[src/rtl/ternary_mac_driver.sv]
// ternary_mac_driver: sequences one ternary MAC job into a 4-row array.
// Each accepted step word is put on the array bus for one cycle as packed
// 2-bit ternary weights plus a signed activation byte. After k_len steps the
// driver strobes arr_ena low for one readout cycle. It then samples four
// result rows from arr_out and presents each as a one-cycle result_valid pulse.
// Optional build macro TERNARY_DRIVER_RELU_EN: clamps negative result bytes
// to zero. Timing is identical with and without the macro.
module ternary_mac_driver (
  input  logic              clk,
  input  logic              reset,
  input  logic              start,
  input  logic [7:0]        k_len,
  input  logic              in_valid,
  output logic              in_ready,
  input  logic [3:0]        in_w_zero,
  input  logic [3:0]        in_w_sign,
  input  logic signed [7:0] in_act,
  output logic [7:0]        arr_weights,
  output logic [7:0]        arr_act,
  output logic              arr_ena,
  input  logic [7:0]        arr_out,
  output logic              result_valid,
  output logic [1:0]        result_row,
  output logic [7:0]        result_byte,
  output logic              busy,
  output logic              done
);

  typedef enum logic [2:0] {
    S_IDLE  = 3'd0,
    S_FEED  = 3'd1,
    S_LAST  = 3'd2,
    S_READ  = 3'd3,
    S_DRAIN = 3'd4
  } state_t;

  state_t      state_q, state_d;
  logic [7:0]  k_q, k_d;
  logic [7:0]  cnt_q, cnt_d;
  logic [7:0]  cnt_inc;
  logic [1:0]  row_q, row_d;
  logic        arr_ena_q, arr_ena_d;
  logic        in_ready_q, in_ready_d;
  logic [7:0]  arr_weights_q, arr_weights_d;
  logic [7:0]  arr_act_q, arr_act_d;
  logic        result_valid_q, result_valid_d;
  logic [1:0]  result_row_q, result_row_d;
  logic [7:0]  result_byte_q, result_byte_d;
  logic        done_q, done_d;
  logic        xfer;

  // Row i occupies bits [7-2i:6-2i]: zero -> 00, +1 -> 01, -1 -> 10.
  function automatic logic [7:0] encode_weights(input logic [3:0] zero,
                                                input logic [3:0] sign);
    logic [7:0] w;
    w = 8'h00;
    for (int i = 0; i < 4; i++) begin
      if (!zero[i]) begin
        w[7-2*i -: 2] = sign[i] ? 2'b10 : 2'b01;
      end
    end
    return w;
  endfunction

  // Optional ReLU on the sampled array byte.
  function automatic logic [7:0] shape_result(input logic [7:0] raw);
`ifdef TERNARY_DRIVER_RELU_EN
    return raw[7] ? 8'h00 : raw;
`else
    return raw;
`endif
  endfunction

  assign xfer = in_valid & in_ready_q;

  // Next-state and next-output logic.
  // Bus outputs are computed for the state being entered.
  always_comb begin
    state_d        = state_q;
    k_d            = k_q;
    cnt_d          = cnt_q;
    cnt_inc        = cnt_q + 8'd1;
    row_d          = row_q;
    arr_ena_d      = 1'b0;
    in_ready_d     = 1'b0;
    arr_weights_d  = 8'h00;
    arr_act_d      = 8'h00;
    result_valid_d = 1'b0;
    result_row_d   = result_row_q;
    result_byte_d  = result_byte_q;
    done_d         = 1'b0;

    case (state_q)
      S_IDLE: begin
        if (start) begin
          k_d   = k_len;
          cnt_d = 8'd0;
          if (k_len != 8'd0) begin
            state_d    = S_FEED;
            arr_ena_d  = 1'b1;
            in_ready_d = 1'b1;
          end else begin
            state_d = S_READ;
          end
        end
      end
      S_FEED: begin
        arr_ena_d  = 1'b1;
        in_ready_d = 1'b1;
        if (xfer) begin
          arr_weights_d = encode_weights(in_w_zero, in_w_sign);
          arr_act_d     = $unsigned(in_act);
          cnt_d         = cnt_inc;
          if (cnt_inc == k_q) begin
            state_d    = S_LAST;
            in_ready_d = 1'b0;
          end
        end
      end
      S_LAST: begin
        state_d = S_READ;
      end
      S_READ: begin
        state_d   = S_DRAIN;
        arr_ena_d = 1'b1;
        row_d     = 2'd0;
      end
      S_DRAIN: begin
        arr_ena_d      = 1'b1;
        result_valid_d = 1'b1;
        result_row_d   = row_q;
        result_byte_d  = shape_result(arr_out);
        row_d          = row_q + 2'd1;
        if (row_q == 2'd3) begin
          done_d    = 1'b1;
          state_d   = S_IDLE;
          arr_ena_d = 1'b0;
        end
      end
      default: begin
        state_d = S_IDLE;
      end
    endcase
  end

  // State, counter and output registers with synchronous reset.
  always_ff @(posedge clk) begin
    if (reset) begin
      state_q        <= S_IDLE;
      k_q            <= 8'd0;
      cnt_q          <= 8'd0;
      row_q          <= 2'd0;
      arr_ena_q      <= 1'b0;
      in_ready_q     <= 1'b0;
      arr_weights_q  <= 8'h00;
      arr_act_q      <= 8'h00;
      result_valid_q <= 1'b0;
      result_row_q   <= 2'd0;
      result_byte_q  <= 8'h00;
      done_q         <= 1'b0;
    end else begin
      state_q        <= state_d;
      k_q            <= k_d;
      cnt_q          <= cnt_d;
      row_q          <= row_d;
      arr_ena_q      <= arr_ena_d;
      in_ready_q     <= in_ready_d;
      arr_weights_q  <= arr_weights_d;
      arr_act_q      <= arr_act_d;
      result_valid_q <= result_valid_d;
      result_row_q   <= result_row_d;
      result_byte_q  <= result_byte_d;
      done_q         <= done_d;
    end
  end

  assign in_ready     = in_ready_q;
  assign arr_ena      = arr_ena_q;
  assign arr_weights  = arr_weights_q;
  assign arr_act      = arr_act_q;
  assign result_valid = result_valid_q;
  assign result_row   = result_row_q;
  assign result_byte  = result_byte_q;
  assign done         = done_q;
  assign busy         = (state_q != S_IDLE);

endmodule

[config.mk]
export PLATFORM = sky130hd
export DESIGN_NAME = ternary_mac_driver
export DESIGN_NICKNAME = d
export VERILOG_FILES = /design/src/rtl/ternary_mac_driver.sv
export SDC_FILE = /design/constraint.sdc
export NUM_CORES = 1
export LEC_CHECK = 0
export BUFFER_PORTS_ARGS = -buffer_cell sky130_fd_sc_hd__buf_2
export CORE_UTILIZATION = 38
export CTS_CLUSTER_DIAMETER = 60
export DETAILED_ROUTE_END_ITERATION = 10
export GPL_TIMING_DRIVEN = 0
export PLACE_DENSITY_LB_ADDON = 0.1
export SKIP_CTS_REPAIR_TIMING = 1
export SYNTH_ARGS = -nofsm -noshare
export SYNTH_HDL_FRONTEND = slang
export SYNTH_SLANG_ARGS = --single-unit
[constraint.sdc]
create_clock -name clk -period 2.4 [get_ports clk]
set_input_delay 0.48 -clock clk [delete_from_list [all_inputs] [get_ports clk]]
set_output_delay 0.48 -clock clk [all_outputs]
set_load 0.02 [all_outputs]
==> results.md, run 1 <==
- Req. time, crit path: 2.56 ns
- Post-Synth Adder-Cell Area: 1.221%
- Area growth from synthesis to layout: 24.97%
- Crit Path Max Fanout: 9
- Yosys warns: 0
- Routed WL per cell: 11.31 um
- DRT Wirelength: 4.376 mm
- CTS Root Cell: clkbuf_8
- PD cells: 591.4 nW/um2
- Clock skew: 0.01223 ns
- Count of cell types in the netlist: 38
- WP buf/inv: 2
- Crit path largest cell delay: 0.69 ns
- Initial cell density of the core: 39.87%
- Worst Setup EP: cnt_q[2]
- Status: finished clean
- Max Cap Viol: 0
- Mapped cell area: 2049 um2
- Io pins: 67
- Worst hold path class: in2reg
- Fraction of registers with async set/reset: 0%
- Tot GR Track Use: 16.20%
- Routability cong.: 0.7265
- Synth top cells by count: dfxtp_1, nand2_1, a21oi_1
- Crit path launch: state_q[0]
- Leak Pwr: 1.079 nW
- Post-synth EDFFs: 0
- Largest cells by area after synthesis: dfxtp_1, nand2_1, a21oi_1, and2_1, nor2_1
- Initial antenna violation count: 0
- First-pass GRT wire length: 7.017 mm
- H-tree Lvls: 2
- Post-synthesis compound-gate area fraction: 13.55%
- Final setup violation count: 0
- Final period util: 84.22%
- CP Cell Sequence: buf_4 > inv_2 > nor4_2 > nor2_1 > o21ai_0 > a21oi_1
- Final nets: 354
- Vias per inst: 4.767
- Starting DRC count in detailed routing: 58
- Share of the synthesized area in the top cell type: 49.82%
- Minimum setup slack among reg-to-reg paths: 0.38 ns
- Syn Nets: 282
- Fraction of layout cells with a size suffix above 1: 25.55%
- Post-synthesis register bit count: 51
- Mux share of post-synthesis cell area: 0%
- Final Util: 49.83%
- CP Data Arrival Time: 2.18 ns
- Via count: 1845
- Largest family of logic cells by synthesized area: simple AND/OR/NAND/NOR gates
- ANT nets after route: 0
- IO buf count: 65
- CP endpoint kind: flip-flop
- Post-DP HPWL: 3.274 mm
- Syn_area_per_cell: 8.399 um2
- CTS tree: yes
- Leading area contributor after synthesis: dfxtp_1
- Setup Total Neg Slack: 0 ns
- Slew @ Worst Pin: 0.7788 ns
- Sequential area share after synthesis: 49.82%
- CP startpoint kind: flip-flop
- Die width: 75.44 um
- Inserted Diodes: 0
- CP delay by family, top: simple AND/OR/NAND/NOR gates
- Final Max Tran Viols: 0
- Post-Synth XOR/XNOR Area: 3.419%
- Stages on worst setup path: 6
- Fmax: 494.7 MHz
- Num CTS Buffers: 5
- Final Critical Period: 2.021 ns
- R2r endpoint: cnt_q[2]
- Largest net degree at the start of global routing: 17
- Most common cell in the netlist: dfxtp_1
- Core area: 5140 um2
- Reg2Reg Depth: 6
- Hold Violations, Final: 0
- Clock sinks: 51
- Slowest CP cell: nor4_2
- # rows: 26
- Clk_lat worst skew: 0.30 ns
- Maximum clock path buffer count: 2
- RSZ-0062 raised after global routing: false
- DIE HEIGHT: 75.44 um
- Die area: 5691 um2
- CTS clk-pin slew, worst paths: 0.10 ns
- Ys flop type: dfxtp_1
- Relative slew slack: 47.65%
- Vias in the first global route: 1541
- Worst r2r src: state_q[0]
- Peak supply drop: 0.2477 mV
- DRC Markers: 0
- Simple-gate share of the synthesized area: 28.57%
- Grt total ovfl: 0
- Pre-antenna DRT Iters: 4
- Syn Inst Count: 244
- Crit Path Class: reg2reg
[registers in the layout, indices dropped and copies added, names as in the netlist]
signal        count
result_byte       8
arr_act           8
k_q               8
arr_weights       8
row_q             2
arr_ena           1
cnt_q             8
result_row        2
result_valid      1
state_q           3
in_ready          1
done              1
[worst min-delay path by stage]
stage                   startpoint              to  slack (ns)  cells past startpoint
finish                in_w_sign[2]  arr_weights[2]        0.34                      2
global route          in_w_zero[2]  arr_weights[2]        0.34                      2
CTS                   in_w_sign[2]  arr_weights[2]        0.33                      2
detailed placement  result_byte[5]  result_byte[5]        0.44                      2
global placement    result_byte[0]  result_byte[0]        0.44                      2
floorplan                   k_q[2]          k_q[2]        0.44                      2
[cell usage in the layout, fill, tap and decap left out, drive strengths merged, types with 7 or more instances in the layout]
| cell | n |
|---|---|
| buf | 69 |
| dfxtp | 51 |
| nand2 | 44 |
| a21oi | 29 |
| nor2 | 22 |
| and2 | 15 |
| clkbuf | 14 |
| nor3 | 11 |
| o21ai | 8 |
| xnor2 | 7 |
[layout make-up]
cell class	count	area, um2
plain buffers	12	58.81
clock buffers	6	82.58
clock inverters	2	16.27
fillers	557	2579
inverters	3	11.26
multi-input cells	178	958.4
flip-flops and latches	51	1021
well taps	70	87.58
repair buffers	65	325.3
[report_power, final]
part | internal [mW] | switching, mW | leakage, nW
clock network | 0.236 | 0.283 | 0.0474
registers | 0.860 | 0.00931 | 0.413
logic | 0.0552 | 0.0718 | 0.619
total | 1.15 | 0.364 | 1.08
[metal layers]
layer	share of wire, %	GRT usage (%)	vias to the layer above	wire, um
li1	-	-	975	-
met1	49	22.40	818	2126
met2	44	25.10	47	1938
met3	5.9	4.233	5	260
met4	1.1	4.321	0	50
met5	0	0	-	0
[cells by family (layout without fill, tap and decap cells)]
kind of cell | after synthesis | after routing
adder cells (fa/ha/maj) | 2 | 2
XOR/XNOR | 8 | 8
AO/OA/AOI/OAI | 49 | 49
buffers and inverters | 15 | 88
AND/OR/NAND/NOR | 119 | 119
flip-flops | 51 | 51
[stage by stage]
stage / instances / power (mW) / hold slack (ns) / cell area [um2] / setup WS [ns]
after floorplan: 244 / 0.9618 / 0.4447 / 2049 / 0.7700
after global placement: 379 / 1.016 / 0.4402 / 2462 / 0.3022
after detailed placement: 379 / 1.017 / 0.4448 / 2462 / 0.2751
after CTS: 387 / 1.537 / 0.3315 / 2561 / 0.3431
after global routing: 387 / 1.591 / 0.3363 / 2561 / 0.08126
final: 387 / 1.515 / 0.3429 / 2561 / 0.3787
(Power assumes the default switching activity.)
==> run 2, diff against run 1 <==
clock period = 1.9 ns   (was 2.4 ns; I/O delays follow)
==> results.md, run 2 (synthesis gave the netlist of run 1 again) <==
- Die width: 75.44 um (unchanged)
- CTS tree: yes
- Largest net degree at the start of global routing: 17 (unchanged)
- Placed inst area: 2462 um2 (unchanged)
- Initial cell density of the core: 39.87% (unchanged)
- CTS Root Cell: clkbuf_8
- Routed WL per cell: 11.48 um (+1.5%)
- IO buf count: 65 (unchanged)
- Post-route setup slack: 0.1298 ns (-0.2489 ns)
- Worst hold margin: 0.2419 ns (-0.1010 ns)
- DRC Markers: 0 (unchanged)
- Num CTS Buffers: 5 (unchanged)
- Final Max Tran Viols: 0 (unchanged)
- Max Cap Viol: 0 (unchanged)
- Final nets: 354 (unchanged)
- First-pass GRT wire length: 7.017 mm (unchanged)
- Gate power share: 8.7% (+0.3 points)
- Core area: 5140 um2 (unchanged)
- Clk_lat worst skew: 0.30 ns (about the same)
- Multi-input gate area: 991.0 um2 (+3.4%)
- Inserted Diodes: 0 (unchanged)
- Io pins: 67 (unchanged)
- DIE HEIGHT: 75.44 um (unchanged)
- Worst hold path class: in2reg
- Final setup violation count: 0 (unchanged)
- Vias per inst: 4.778 (+0.22%)
- Die area: 5691 um2 (unchanged)
- Pre-antenna DRT Iters: 4 (unchanged)
- Req. time, crit path: 2.08 ns (-0.48 ns)
- Grt total ovfl: 0 (unchanged)
- Post-DP HPWL: 3.274 mm (unchanged)
- CP startpoint kind: flip-flop
- Pint: 1.456 mW (+27%)
- GR Util met2: 25.10% (unchanged)
- Fmax: 564.9 MHz (+14%)
- Met1 usage: 22.40% (unchanged)
- Final instance area: 2594 um2 (+1.3%)
- Status: finished clean
- Maximum clock path buffer count: 2 (unchanged)
- RSZ-0062 raised after global routing: false
- Net Sw Frac: 24.16% (+0.14 points)
- Sequential Area: 1021 um2 (unchanged)
- Fraction of layout cells with a size suffix above 1: 26.81% (+1.3 points)
- Clk pwr share: 34.1% (about the same)
- H-tree Lvls: 2 (unchanged)
- Final Critical Period: 1.770 ns (-0.2511 ns)
- Hold Violations, Final: 0 (unchanged)
- Routability cong.: 0.7265 (unchanged)
- CP Data Arrival Time: 1.95 ns (-0.23 ns)
- Sequential fraction of design power: 57.2% (-0.2 points)
- Via count: 1849 (+0.22%)
- Place WS: -0.1281 ns (-0.4032 ns)
- Crit Path Max Fanout: 6 (-3)
- Net Switching: 463.9 uW (+28%)
- Fillcell total: 548 (-1.6%)
- Commonest cells after routing, fill and taps aside: buf_2, dfxtp_1, nand2_1
- Peak supply drop: 0.3130 mV (+26%)
- Clock sinks: 51 (unchanged)
- Leak Pwr: 1.084 nW (+0.47%)
- Setup Total Neg Slack: 0 ns (unchanged)
- Slew @ Worst Pin: 0.5739 ns (-0.2049 ns)
- Global routing met3 resource utilization: 4.233% (unchanged)
- Starting DRC count in detailed routing: 62 (+6.9%)
- Relative slew slack: 61.45% (+14 points)
- Clock skew: 0.01219 ns (-0.00004360 ns)
- DRT Wirelength: 4.441 mm (+1.5%)
- Crit Path Class: reg2reg
- CTS clk-pin slew, worst paths: 0.09 ns (about the same)
- # rows: 26 (unchanged)
- Commonest non-fill, non-tap cell in the layout: buf_2
- Area growth from synthesis to layout: 26.56%
- PD cells: 740.4 nW/um2 (+25%)
- CP endpoint kind: flip-flop
- ANT nets after route: 0 (unchanged)
- Final period util: 93.17% (+8.9 points)
- Initial antenna violation count: 0 (unchanged)
- Global routing's busiest layer: met2
- Vias in the first global route: 1541 (unchanged)
- Tot GR Track Use: 16.20% (unchanged)
[run 2: cell counts in the layout (fill, tap and decap cells not counted)]
No cell type changed its count.
[run 2: power groups by stage]
stage / combinational (mW) / clock (mW) / sequential (mW)
final: 0.167 / 0.656 / 1.10
after global routing: 0.188 / 0.727 / 1.10
after CTS: 0.162 / 0.681 / 1.10
after detailed placement: 0.162 / 0 / 1.12
after global placement: 0.161 / 0 / 1.12
after floorplan: 0.0869 / 0 / 1.13
[run 2: metrics by stage]
step           utilization (%)  power (mW)  cells
6_report                 50.46       1.920    387
5_1_grt                  50.46       2.016    387
2_1_floorplan                -       1.215    244
3_3_place_gp             47.91       1.284    379
4_1_cts                  49.83       1.942    387
3_5_place_dp             47.91       1.285    379
[run 2: path summary, 6_finish.rpt]
kind / start / to / slack, ns / cells after the start
worst min-delay path: in_w_sign[2] / arr_weights[2] / 0.24 / 2
worst max-delay path: cnt_q[0] / in_ready / 0.13 / 6
worst max register to register: cnt_q[0] / in_ready / 0.13 / 6
worst min register to register: result_byte[5] / result_byte[5] / 0.46 / 2
[run 2: area by class of cell]
type / instances / area share [%]
Buffer: 12 / 2.267
Timing Repair Buffer: 65 / 12.54
Sequential cell: 51 / 39.36
Tap cell: 70 / 3.377
Clock buffer: 6 / 3.184
Inverter: 3 / 0.4342
Clock inverter: 2 / 0.6271
Multi-Input combinational cell: 178 / 38.21
[run 2: critical path: stages, from the launching register on]
cell,delay [ns]
dfxtp_1,0.44
ha_1,0.29
xor2_1,0.15
nor3_1,0.18
o311ai_0,0.20
nor3_2,0.27
a21oi_1,0.12
[run 2: metal layers]
| metal | up-vias | part of all wire (%) |
|---|---|---|
| met3 | 5 | 5.5 |
| met4 | 0 | 1.1 |
| met2 | 45 | 45 |
| met1 | 824 | 49 |
| met5 | - | 0 |
| li1 | 975 | - |
